### src/rtl/cla_adder_if.sv
// Operand/result bundle for cla_adder: operands and valid in one direction, registered
// result flags and valid in the other.
interface cla_adder_if #(
  parameter int unsigned WIDTH = 4
);
  logic [WIDTH-1:0] a;
  logic [WIDTH-1:0] b;
  logic             c_in;
  logic             in_valid;
  logic [WIDTH-1:0] sum;
  logic             c_out;
  logic             overflow;
  logic             p_out;
  logic             g_out;
  logic             out_valid;

  modport master (
    output a, b, c_in, in_valid,
    input  sum, c_out, overflow, p_out, g_out, out_valid
  );

  modport slave (
    input  a, b, c_in, in_valid,
    output sum, c_out, overflow, p_out, g_out, out_valid
  );
endinterface

### src/rtl/cla_adder.sv
// Two-level carry-lookahead adder: 4-bit lookahead blocks joined by a block-level
// lookahead, with all results registered one cycle after an accepted sample.
module cla_adder #(
  parameter int unsigned WIDTH = 4
) (
  input logic        clk,
  input logic        rst_n,
  cla_adder_if.slave bus
);

  localparam int NumBlk = int'(WIDTH / 4);

  if (WIDTH == 0 || (WIDTH % 4) != 0) begin : gen_bad_width
    $error("cla_adder: WIDTH must be a positive multiple of 4");
  end

  logic [WIDTH-1:0]  g, p, c;
  logic [NumBlk-1:0] blk_p, blk_g;
  logic [NumBlk:0]   blk_c;
  logic [NumBlk:0]   gen_cin, gen_zero;
  logic              grp_g;

  assign g = bus.a & bus.b;
  assign p = bus.a ^ bus.b;

  for (genvar k = 0; k < NumBlk; k++) begin : gen_blk
    logic [3:0] gb, pb;
    logic       ci;
    assign gb = g[4*k +: 4];
    assign pb = p[4*k +: 4];
    assign ci = blk_c[k];

    assign blk_p[k] = &pb;
    assign blk_g[k] = gb[3] | (pb[3] & gb[2]) | (pb[3] & pb[2] & gb[1])
                    | (pb[3] & pb[2] & pb[1] & gb[0]);

    assign c[4*k]   = ci;
    assign c[4*k+1] = gb[0] | (pb[0] & ci);
    assign c[4*k+2] = gb[1] | (pb[1] & gb[0]) | (pb[1] & pb[0] & ci);
    assign c[4*k+3] = gb[2] | (pb[2] & gb[1]) | (pb[2] & pb[1] & gb[0])
                    | (pb[2] & pb[1] & pb[0] & ci);
  end

  // Slot 0 is the carry source below block 0; slot j+1 is block j's generate.
  assign gen_cin  = {blk_g, bus.c_in};
  assign gen_zero = {blk_g, 1'b0};

  // Block carries as a flat sum-of-products over block P/G, no ripple between blocks.
  always_comb begin
    logic term;
    term  = 1'b0;
    blk_c = '0;
    grp_g = 1'b0;
    for (int k = 0; k <= NumBlk; k++) begin
      for (int j = 0; j <= k; j++) begin
        term = gen_cin[j];
        for (int m = j; m < k; m++) term = term & blk_p[m];
        blk_c[k] = blk_c[k] | term;
      end
    end
    for (int j = 0; j <= NumBlk; j++) begin
      term = gen_zero[j];
      for (int m = j; m < NumBlk; m++) term = term & blk_p[m];
      grp_g = grp_g | term;
    end
  end

  logic [WIDTH-1:0] sum_d, sum_q;
  logic             c_out_q, overflow_q, p_out_q, g_out_q, out_valid_q;

  assign sum_d = p ^ c;

  always_ff @(posedge clk or negedge rst_n) begin
    if (!rst_n) begin
      sum_q       <= '0;
      c_out_q     <= 1'b0;
      overflow_q  <= 1'b0;
      p_out_q     <= 1'b0;
      g_out_q     <= 1'b0;
      out_valid_q <= 1'b0;
    end else begin
      out_valid_q <= bus.in_valid;
      if (bus.in_valid) begin
        sum_q      <= sum_d;
        c_out_q    <= blk_c[NumBlk];
        overflow_q <= c[WIDTH-1] ^ blk_c[NumBlk];
        p_out_q    <= &blk_p;
        g_out_q    <= grp_g;
      end
    end
  end

  assign bus.sum       = sum_q;
  assign bus.c_out     = c_out_q;
  assign bus.overflow  = overflow_q;
  assign bus.p_out     = p_out_q;
  assign bus.g_out     = g_out_q;
  assign bus.out_valid = out_valid_q;

endmodule

### src/flat_wrapper.sv
// flat-port wrapper written by rule: the top's interface ports become plain ports
module cla_adder_flat 
#(
  parameter int unsigned WIDTH = 4
)
  (clk, rst_n, bus_a, bus_b, bus_c_in, bus_in_valid, bus_sum, bus_c_out, bus_overflow, bus_p_out, bus_g_out, bus_out_valid);
  cla_adder_if #(.WIDTH(WIDTH)) bus_i ();
  input logic clk;
  input logic rst_n;
  input wire logic [$bits(bus_i.a)-1:0] bus_a;
  input wire logic [$bits(bus_i.b)-1:0] bus_b;
  input wire logic [$bits(bus_i.c_in)-1:0] bus_c_in;
  input wire logic [$bits(bus_i.in_valid)-1:0] bus_in_valid;
  output wire logic [$bits(bus_i.sum)-1:0] bus_sum;
  output wire logic [$bits(bus_i.c_out)-1:0] bus_c_out;
  output wire logic [$bits(bus_i.overflow)-1:0] bus_overflow;
  output wire logic [$bits(bus_i.p_out)-1:0] bus_p_out;
  output wire logic [$bits(bus_i.g_out)-1:0] bus_g_out;
  output wire logic [$bits(bus_i.out_valid)-1:0] bus_out_valid;
  assign bus_i.a = bus_a;
  assign bus_i.b = bus_b;
  assign bus_i.c_in = bus_c_in;
  assign bus_i.in_valid = bus_in_valid;
  assign bus_sum = bus_i.sum;
  assign bus_c_out = bus_i.c_out;
  assign bus_overflow = bus_i.overflow;
  assign bus_p_out = bus_i.p_out;
  assign bus_g_out = bus_i.g_out;
  assign bus_out_valid = bus_i.out_valid;
  cla_adder #(.WIDTH(WIDTH)) u_core (.clk(clk), .rst_n(rst_n), .bus(bus_i));
endmodule
### config.mk
export PLATFORM = sky130hd
export DESIGN_NAME = cla_adder_flat
export DESIGN_NICKNAME = d
export VERILOG_FILES = /design/src/rtl/cla_adder_if.sv /design/src/rtl/cla_adder.sv /design/src/flat_wrapper.sv
export SDC_FILE = /design/constraint.sdc
export NUM_CORES = 1
export LEC_CHECK = 0
export ABC_AREA = 1
export ABC_CLOCK_PERIOD_IN_PS = 1500
export CAP_MARGIN = 20
export CORE_AREA = 3 3 40 42
export CTS_BUF_LIST = sky130_fd_sc_hd__clkbuf_4
export CTS_CLUSTER_SIZE = 12
export DETAILED_ROUTE_END_ITERATION = 6
export DIE_AREA = 0 0 43 45
export MAX_ROUTING_LAYER = met4
export PLACE_DENSITY = 0.76
export SETUP_SLACK_MARGIN = 0.02
export SLEW_MARGIN = 25
export SYNTH_ARGS = -nofsm -noshare
export SYNTH_HDL_FRONTEND = slang
export SYNTH_SLANG_ARGS = --single-unit
### constraint.sdc
create_clock -name clk -period 1.5 [get_ports clk]
set_input_delay 0.225 -clock clk [delete_from_list [all_inputs] [get_ports clk]]
set_output_delay 0.225 -clock clk [all_outputs]
set_load 0.005 [all_outputs]
# Word-level counts from Yosys, hierarchy flattened
# Index checks and enable logic that the tools add are counted.
classes:
  bitwise_logic: 29
  reduce_logical: 1
op_table:
  columns: ["operator", "count"]
  rows:
  - ["$and 1x1->1", 15]
  - ["$or 1x1->1", 10]
  - ["$xor 4x4->4", 2]
  - ["$and 4x4->4", 1]
  - ["$reduce_and 4->1", 1]
  - ["$xor 1x1->1", 1]
totals:
  ff_bits: 9
  out_inout_bits: 9
  elab_cells: 36

# Longest topological paths before layout
# Gate-level depths: netlist of the first run.
depth:
  ltp_word: 7
  ltp_mapped: 9
  depth_no_buf: 9

# Worst setup path after synthesis of the first run
# Ideal clock, no wire load.
synth_path:
  path_type: "input-to-reg"
  from: "input port bus_b[1]"
  to: "register u_core.overflow_q, in the netlist u_core.bus.overflow"
  arrival_time_ns: 1.097
  required_ns: 1.383
  path_slack_ns: 0.286
  cell_stages: 9
  cell_sequence: "ha_1 nand2_1 nand2_1 nand2_2 nand2_1 nor2_1 nand2_1 nand3_1 nand2_1"
synth_between:
  elab_chain_len: 6
  word_cells_on_any_way: 19
  cone_classes: "bitwise: 18; reduce/logical: 1"
synth_rtl:
  columns: ["element", "line_no", "text"]
  rows:
  - ["from (decl)", "flat_wrapper.sv:11", "input wire logic [$bits(bus_i.b)-1:0] bus_b;"]
  - ["$and 4x4->4 / $xor 4x4->4 (equally long branches)", "cla_adder.sv:23, cla_adder.sv:24", null]
  - ["$and 1x1->1, on equally long branches", null, null]
  - ["$or 1x1->1, or another cell as far along (2 in series)", "cla_adder.sv:40", "assign c[4*k+3] = gb[2] | (pb[2] & gb[1]) | (pb[2] & pb[1] & gb[0])"]
  - ["$or 1x1->1, on equally long branches", "cla_adder.sv:41, cla_adder.sv:58", null]
  - ["$xor 1x1->1 *", "cla_adder.sv:86", "overflow_q <= c[WIDTH-1] ^ blk_c[NumBlk];"]
  - ["to (signal assigned)", "cla_adder.sv:86", null]
  - ["to (decl)", "cla_adder.sv:69", "logic c_out_q, overflow_q, p_out_q, g_out_q, out_valid_q;"]
# Mark *: on every way between the ends. The rest lies on a longest branch, timed or not.
# A chain may end at the register's enable or synchronous reset.

# Worst setup path after layout of the first run
layout_path:
  from: "input port bus_b[3]"
  to: "register u_core.overflow_q, in the netlist u_core.bus.overflow"
layout_between:
  elab_chain_len: 7
  word_cells_on_any_way: 14
  cone_classes: "bitwise: 13; reduce/logical: 1"
layout_rtl:
  columns: ["element", "line_no", "text"]
  rows:
  - ["$xor 4x4->4", "cla_adder.sv:24", "assign p = bus.a ^ bus.b;"]
  - ["$and 1x1->1, on equally long branches", "cla_adder.sv:34, cla_adder.sv:35", null]
  - ["$or 1x1->1, or another cell as far along", "cla_adder.sv:34", "assign blk_g[k] = gb[3] | (pb[3] & gb[2]) | (pb[3] & pb[2] & gb[1])"]
  - ["$or 1x1->1 / $and 1x1->1 (equally long branches)", "cla_adder.sv:34, cla_adder.sv:35", null]
  - ["$or 1x1->1", "cla_adder.sv:35", "| (pb[3] & pb[2] & pb[1] & gb[0]);"]
  - ["$or 1x1->1 *", "cla_adder.sv:58", "blk_c[k] = blk_c[k] | term;"]
  - ["$xor 1x1->1 *", "cla_adder.sv:86", null]
# Marked as above.

==> flow_summary.ini, run 1 <==
[run_status]
status = finished clean

[timing]
fin_crit_ns = 1.393
fin_crit_sh_pct = 92.87
finClkSkew_ns = 0
setup_tns_ns = 0
final-hold-violation-count = 0
timing.fmax_ghz = 0.7178
drv_slew = 0
worstMarginPinSlew_ns = 0.3816
rsz0062_at_grt = no
holdWs_ns = 0.2495
setup_violations = 0
relSlewSlack_pct = 74.48

[job]
cap_violations = 0

[synthesis]
syn_avg_cell_area_um2 = 8.076
yosysWarnings = 0
synthMuxAreaShare_pct = 0
yosys.area.top_type = dfrtp_1
yosys-top-cells-area = dfrtp_1, nand2_1, ha_1
syn-cell-area_um2 = 533.0
synth_top_family_by_area = simple AND/OR/NAND/NOR gates
synth_adder_area_share_pct = 13.15
synth_cell_type_count = 18
ys_seq_area_share_pct = 42.25
synth-seq-cells = 9
synth_compound_area_share_pct = 6.808
synth_xor_area_share_pct = 3.286
synth_top_area_share_pct = 42.25
synth_commonest_cells = nand2_1, dfrtp_1, inv_1
synth_most_common_cell = nand2_1
synthFlopType = dfrtp_1
synth_edf_count = 0
async_flop_share_pct = 100.0
syn_nets = 83
synth_cells = 66
synth_simple_gate_area_share_pct = 28.17

[setup_path]
r2r_slack_ns = 0.84
reg2reg_to = u_core.bus.sum[1]
cp_max_fo = 3
crit_path_end_kind = flop
cp.arrival_ns = 1.55
start_kind = input pin
crit_required_ns = 1.65
reg2reg_depth = 2
reg2reg_from = u_core.bus.sum[1]
path_class = in -> reg

[detailed_routing]
drt_pass1_iterations = 3
drt_first_iter_violations = 1
drc_errors = 0
wl_mm = 1.204
wl_per_cell_um = 10.75
vias_per_cell = 4.821
num_vias = 540
ant_nets = 0

[power_and_ir_drop]
power.leakage_nw = 0.4245
p_per_area_nw_per_um2 = 868.0
totalPowerFinal_uw = 753.7
vdd_ir_drop_max_mv = 0.3651

[global_routing]
grt_max_degree = 12
antenna_found_initial = 0
grt_pass1_vias = 567
overflow = 0
track_usage_pct = 16.07
grt_first_pass_wirelength_mm = 2.201

[min_path]
hp-class = in -> async

[clock_network]
h-tree-depth = 1
ctsRootBufferMaster = clkbuf_4
postCtsSetupRepairBufs = 0
clock_sinks = 9
cts_buffers = 3
cts_tree = yes
cts_buffer_depth = 2
clk_latency_ns = 0.26
clkSlewWorstSetupHoldPaths_ns = 0.06

[placed_design]
numPortBuffers = 20
dp_hpwl_um = 971.3
gp_congestion = 0.7924
dpl-instance-area_um2 = 808.3

[cells_and_area]
syn_to_final_growth_pct = 62.91
fillCellCount = 108
final_core_util_pct = 67.58
drive_gt1_share_pct = 19.59
final_cell_area_um2 = 868.3
n_antenna_cell = 0
finalNetCount = 115

[die]
die_y_um = 45
initial_core_util_pct = 41.48
rows = 13
dieArea_um2 = 1935
ios = 21
coreArea_um2 = 1285
die_w_um = 43
==> metal layers <==
layer / global-route usage (%) / part of all wire [%] / vias up
met5: - / 0 / -
met4: 13.25 / 2.7 / 0
met2: 29.34 / 54 / 19
li1: - / - / 272
met1: 15.50 / 38 / 245
met3: 1.195 / 5.7 / 4
==> report_power, final <==
group / leakage (nW) / internal, mW / switching (mW)
Combinational: 0.296 / 0.153 / 0.105
Sequential: 0.110 / 0.276 / 0.0171
Clock: 0.0184 / 0.120 / 0.0821
==> how the worst max path moves through the flow <==
stage,startpoint,to,depth (start not counted)
6_report,bus_b[3],u_core.bus.overflow,10
5_1_grt,bus_a[3],u_core.bus.overflow,8
4_1_cts,bus_b[2],u_core.bus.overflow,10
3_5_place_dp,bus_b[1],u_core.bus.overflow,10
3_3_place_gp,bus_b[1],u_core.bus.overflow,10
2_1_floorplan,bus_b[1],u_core.bus.overflow,9
==> state kept, by name (all words and copies together) (netlist names) <==
register              flops
u_core.bus.c_out          1
u_core.bus.p_out          1
u_core.bus.g_out          1
u_core.bus.sum            4
u_core.bus.out_valid      1
u_core.bus.overflow       1
==> timing repair <==
item	4_1_cts	5_1_grt
resized for setup	1	4
setup endpoints to repair	1	3
hold buffers	0	0
==> layout by cell type, fill, tap and decap left out, drive strengths merged <==
cell type,n
xnor2,1
clkbuf,4
a31oi,1
ha,4
o21ai,4
dfrtp,9
clkdlybuf4s50,20
inv,8
fa,1
nand4,1
buf,8
nor3,1
nand2,22
nor2,3
a21oi,2
nand3,7
xor2,1
==> final cells by class <==
class	instances	area, µm²	area share, %
clock buffers	4	30.03	3.458
inverters	8	30.03	3.458
multi-input cells	48	304.0	35.01
flip-flops and latches	9	225.2	25.94
well taps	15	18.77	2.161
repair buffers	28	260.3	29.97
==> cell families after synthesis <==
| kind of cell | after synthesis |
|---|---|
| AOI/OAI and AO/OA | 7 |
| xor gates and xnor gates | 2 |
| adders and majority gates | 5 |
| buffers and inverters | 9 |
| DFF | 9 |
| and+or+nand+nor | 34 |
==> through the flow <==
step | cells | worst slack [ns]
after CTS | 112 | 0.02753
final | 112 | 0.1069
after detailed placement | 108 | -0.2595
after floorplan | 66 | 0.2859
after global placement | 108 | -0.2069
after global routing | 112 | 0.02857
==> critical path: stages <==
cell and delay [ns]:
clkdlybuf4s50_1 0.40, ha_1 0.34, nand2_2 0.11, inv_1 0.05, nand2_2 0.08, nand2_1 0.07, nor2_2 0.11, nand2_1 0.06
nand3_1 0.06, nand2_1 0.05
No activity file was read; power rests on OpenSTA's default activity.
==> inputs of run 2 (changes only) <==
--- a/config.mk
+++ b/config.mk
@@ -5,7 +5,7 @@
 export SDC_FILE = /design/constraint.sdc
 export NUM_CORES = 1
 export LEC_CHECK = 0
-export ABC_AREA = 1
+export ABC_AREA = 0
 export ABC_CLOCK_PERIOD_IN_PS = 1500
 export CAP_MARGIN = 20
 export CORE_AREA = 3 3 40 42
==> run 2 against run 1 <==
Net effect:
- synthesized area unchanged
- worst hold slack gained 0.015 ns
- combinational power down 3%
- maximum frequency grew 0.54%
- clock-buffer cell count stayed put
- total power is 0.89% lower
- largest cell class unchanged
- largest power group unchanged
==> flow_summary.ini, run 2 <==
[run_status]
status = finished clean

[detailed_routing]
drt_first_iter_violations = 3
drc_errors = 0
num_vias = 512
drt_pass1_iterations = 4
ant_nets = 0
wl_per_cell_um = 11.58
vias_per_cell = 5.172
wl_mm = 1.146

[setup_path]
crit_path_end_kind = flop
cp.arrival_ns = 1.53
reg2reg_depth = 3
crit_required_ns = 1.64
path_class = in -> reg
cp_max_fo = 2
start_kind = input pin
r2r_slack_ns = 0.64

[synthesis]
synth_commonest_cells = dfrtp_1, inv_1, a211o_1, ha_1, nand2_1
syn-cell-area_um2 = 533.0
yosysWarnings = 0
yosys.area.top_type = dfrtp_1
ys_seq_area_share_pct = 42.25
synth_most_common_cell = dfrtp_1
synth_edf_count = 0
yosys-top-cells-area = dfrtp_1, ha_1, a211o_1
synthFlopType = dfrtp_1
synth_cells = 53
synth-seq-cells = 9
synth_top_area_share_pct = 42.25
syn_nets = 70
syn_avg_cell_area_um2 = 10.06
synth_cell_type_count = 23
async_flop_share_pct = 100.0

[clock_network]
cts_buffers = 3
clkSlewWorstSetupHoldPaths_ns = 0.06
ctsRootBufferMaster = clkbuf_4
clk_latency_ns = 0.25
cts_tree = yes
cts_hold_buf = 0
cts_buffer_depth = 2
clock_sinks = 9
h-tree-depth = 1

[global_routing]
grt.busiest_layer = met2
grt_use_met2_pct = 21.86
grt_pass1_vias = 440
overflow = 0
grt.met1_usage_pct = 15.17
use_met3_pct = 1.195
antenna_found_initial = 0
track_usage_pct = 12.40
grt_first_pass_wirelength_mm = 1.787
grt_max_degree = 10

[cells_and_area]
drive_gt1_share_pct = 20.24
finalNetCount = 102
final_core_util_pct = 66.41
register_area_um2 = 225.2
fillCellCount = 107
largest_reg_flops = 4
final_cell_mix = clkdlybuf4s50_1, dfrtp_1, buf_4
n_antenna_cell = 0
multi_input_area_um2 = 299.0
syn_to_final_growth_pct = 60.09
final_common_cell = clkdlybuf4s50_1

[timing]
timing.fmax_ghz = 0.7217
setup_tns_ns = 0
drv_slew = 0
worstMarginPinSlew_ns = 0.4083
setup_violations = 0
finClkSkew_ns = 0
fin_crit_ns = 1.386
final-hold-violation-count = 0
relSlewSlack_pct = 72.69
fin_crit_sh_pct = 92.37
rsz0062_at_grt = no

[placed_design]
numPortBuffers = 20
gp_congestion = 0.8268
dp_hpwl_um = 969.5

[power_and_ir_drop]
p_per_area_nw_per_um2 = 875.4
p_clk_share_pct = 27.3
p_comb_share_pct = 33.5
p_sw_uw = 193.9
power.leakage_nw = 0.4029
switching_share_pct = 25.95
vdd_ir_drop_max_mv = 0.3705
internal-power_uw = 553.1
seqPwrFrac_pct = 39.1

[min_path]
hp-class = in -> async

[die]
ios = 21
die_y_um = 45
coreArea_um2 = 1285
die_w_um = 43
dieArea_um2 = 1935
rows = 13
initial_core_util_pct = 41.48

[job]
cap_violations = 0
[run 2: cell types whose count changed after synthesis, sizes merged, moves of 2 or more]
cell | before | now
nor2b | 0 | 2
nand3 | 7 | 4
inv | 8 | 5
a21o | 0 | 2
a211o | 0 | 4
o21ai | 4 | 2
nand2 | 22 | 4
[run 2: through the flow]
stage	area, µm²	std cells	setup slack, ns	power, mW	hold WS (ns)
6_report	853.3	99	0.1144	0.7470	0.2641
5_1_grt	853.3	99	0.05082	0.7912	0.2918
4_1_cts	848.3	99	0.02531	0.7584	0.2815
3_5_place_dp	799.5	94	-0.2938	0.5436	0.4893
3_3_place_gp	799.5	94	-0.2714	0.5366	0.4656
2_1_floorplan	533.0	53	0.2098	0.4016	-0.07059
[run 2: logic make-up after synthesis]
family | count (synthesis) | synth area share [%]
AO/OA/AOI/OAI | 17 | 22.77
AND/OR/NAND/NOR | 14 | 13.61
flip-flops | 9 | 42.25
buffers and inverters | 6 | 4.460
adder cells (fa/ha/maj) | 5 | 13.15
XOR/XNOR | 1 | 1.643
multiplexers | 1 | 2.113
[run 2: layout make-up]
cell class,instances,share of cell area [%]
Sequential cell,9,26.39
Tap cell,15,2.199
Clock buffer,4,3.519
Timing Repair Buffer,28,30.65
Multi-Input combinational cell,38,35.04
Inverter,5,2.199
[run 2: routing by layer]
| layer | routed length (µm) | share of wire, % |
|---|---|---|
| met1 | 501 | 44 |
| met4 | 0 | 0 |
| met5 | 0 | 0 |
| met3 | 55 | 4.8 |
| met2 | 590 | 51 |
[run 2: critical path, stage by stage]
cell             delay (ns)
clkdlybuf4s50_1        0.47
inv_1                  0.07
fa_2                   0.38
xnor2_1                0.13
mux2_2                 0.25
[run 2: power groups by stage]
stage	Clock (mW)	Sequential (mW)	Combinational (mW)
2_1_floorplan	0	0.300	0.101
3_3_place_gp	0	0.297	0.240
3_5_place_dp	0	0.298	0.246
4_1_cts	0.212	0.293	0.253
5_1_grt	0.220	0.297	0.274
6_report	0.204	0.292	0.251
[run 2: worst paths after layout]
kind | start | to
max | bus_c_in | u_core.bus.sum[1]
max reg2reg | u_core.bus.overflow | u_core.bus.overflow
max in group asynchronous | rst_n | u_core.bus.sum[2]
min in group clk | bus_in_valid | u_core.bus.out_valid
min | rst_n | u_core.bus.out_valid
min reg2reg | u_core.bus.sum[0] | u_core.bus.sum[0]
[run 2: repair_timing]
item                                    CTS  global route
endpoints found under the setup margin    4             3
gates resized for setup                   2             2
pin swaps                                 2             0
setup buffers                             1             0
==> inputs of run 3 (changes only) <==
--- a/config.mk
+++ b/config.mk
@@ -6,15 +6,14 @@
 export NUM_CORES = 1
 export LEC_CHECK = 0
 export ABC_AREA = 0
-export ABC_CLOCK_PERIOD_IN_PS = 1500
+export ABC_CLOCK_PERIOD_IN_PS = 1310
 export CAP_MARGIN = 20
 export CORE_AREA = 3 3 40 42
 export CTS_BUF_LIST = sky130_fd_sc_hd__clkbuf_4
 export CTS_CLUSTER_SIZE = 12
 export DETAILED_ROUTE_END_ITERATION = 6
 export DIE_AREA = 0 0 43 45
-export MAX_ROUTING_LAYER = met4
-export PLACE_DENSITY = 0.76
+export PLACE_DENSITY = 0.75
 export SETUP_SLACK_MARGIN = 0.02
 export SLEW_MARGIN = 25
 export SYNTH_ARGS = -nofsm -noshare
==> constraint.sdc (replaced) <==
create_clock -name clk -period 1.31 [get_ports clk]
set_input_delay 0.1965 -clock clk [delete_from_list [all_inputs] [get_ports clk]]
set_output_delay 0.1965 -clock clk [all_outputs]
set_load 0.005 [all_outputs]
==> run 3 against run 2 <==
Net effect:
- worst hold slack got worse by 0.044 ns
- first-iteration DRC count rose to 3.0 times the previous value
- utilization rose by 5.0 points
- register-to-register slack lost 0.21 ns
- largest cell class unchanged
==> flow_summary.ini, run 3 (synthesis gave the netlist of run 2 again) <==
[timing]
setup_tns_ns = 0
rsz0062_at_grt = no
relSlewSlack_pct = 73.35
final-hold-violation-count = 0
setup_violations = 0
finClkSkew_ns = 0
fin_ws_ns = 0.05776
holdWs_ns = 0.2204
timing.fmax_ghz = 0.7986
drv_slew = 0
worstMarginPinSlew_ns = 0.3986
fin_crit_sh_pct = 95.59
fin_crit_ns = 1.252

[setup_path]
cp.arrival_ns = 1.41
path_class = in -> reg
reg2reg_from = u_core.bus.overflow
slowest_stage = a211o_1
cp-startpoint = bus_a[0]
max_stage_delay_ns = 0.29
cp_max_fo = 3
crit_path_end_kind = flop
crit_required_ns = 1.47
start_kind = input pin
cp_cell_sequence = dlygate4sd2_1, ha_4, a21o_2, a211o_1, a22o_1

[placed_design]
dpl-instance-area_um2 = 807.0
numPortBuffers = 20
dp_cells = 95
dp_hpwl_um = 986.8
gp_congestion = 0.8391
dpl_worst_slack_ns = -0.4534

[clock_network]
clkSlewWorstSetupHoldPaths_ns = 0.06
cts_tree = yes
cts_buffer_depth = 2
ctsRootBufferMaster = clkbuf_4
cts_hold_buf = 0
h-tree-depth = 1
cts_buffers = 3
clock_sinks = 9
clk_latency_ns = 0.27

[cells_and_area]
finalNetCount = 105
multi_input_area_um2 = 347.8
final_common_cell = dlygate4sd2_1
syn_to_final_growth_pct = 72.07
largest_reg_flops = 4
stdcell_count = 102
register_area_um2 = 225.2
final_core_util_pct = 71.37
drive_gt1_share_pct = 28.74
final_cell_mix = dlygate4sd2_1, buf_4, dfrtp_1
fillCellCount = 100
n_antenna_cell = 0
final_cell_area_um2 = 917.1

[power_and_ir_drop]
power.leakage_nw = 0.4571
totalPowerFinal_uw = 891.2
vdd_ir_drop_max_mv = 0.5331
p_per_area_nw_per_um2 = 971.7

[run_status]
status = finished clean

[detailed_routing]
drt_pass1_iterations = 4
vias_per_cell = 5.373
num_vias = 548
wl_mm = 1.391
drc_errors = 0
wl_per_cell_um = 13.64
drt_first_iter_violations = 9
ant_nets = 0

[global_routing]
track_usage_pct = 16.85
grt_pass1_vias = 530
grt_max_degree = 10
antenna_found_initial = 0
overflow = 0
grt_first_pass_wirelength_mm = 2.311

[die]
ios = 21
coreArea_um2 = 1285
initial_core_util_pct = 41.48
die_y_um = 45
rows = 13
die_w_um = 43
dieArea_um2 = 1935

[job]
cap_violations = 0

[min_path]
hp-class = in -> async
run 3: worst max-delay path: cells and delay by family:
| kind | cells | cell delay, ns |
|---|---|---|
| adder cells (fa/ha/maj) | 1 | 0.26 |
| buffers and inverters | 1 | 0.28 |
| AO/OA/AOI/OAI | 3 | 0.67 |
run 3: final timing paths:
path / endpoint / slack, ns / cells past startpoint
worst max-delay path: u_core.bus.sum[2] / 0.06 / 5
worst min-delay path: u_core.bus.g_out / 0.22 / 1
worst max register to register: u_core.bus.overflow / 0.43 / 3
worst min register to register: u_core.bus.sum[0] / 0.49 / 2
max in group asynchronous: u_core.bus.sum[1] / 0.81 / 1
min in group clk: u_core.bus.sum[0] / 0.49 / 2
run 3: layout make-up:
| class | count | area share [%] |
|---|---|---|
| flip-flops and latches | 9 | 24.56 |
| repair buffers | 31 | 30.15 |
| well taps | 15 | 2.046 |
| multi-input cells | 38 | 37.93 |
| clock buffers | 4 | 3.274 |
| inverters | 5 | 2.046 |
run 3: what timing repair did:
item / 4_1_cts / 5_1_grt
hold endpoints to repair: 0 / 0
buffers inserted: 3 / 0
resized for setup: 21 / 3
pin swaps: 6 / 1
endpoints found under the setup margin: 12 / 4
run 3: power by group:
| part | total, mW | leakage, nW | switching [mW] | internal (mW) |
|---|---|---|---|---|
| clock | 0.242 | 0.0184 | 0.103 | 0.139 |
| combinational | 0.316 | 0.329 | 0.128 | 0.188 |
| sequential | 0.334 | 0.110 | 0.0173 | 0.316 |
| total | 0.891 | 0.457 | 0.248 | 0.643 |
run 3: per-layer routing:
metal	global-route usage [%]	routed length, µm
met2	29.04	713
met1	18.20	558
met4	14.46	51
met3	2.390	68
met5	0	0
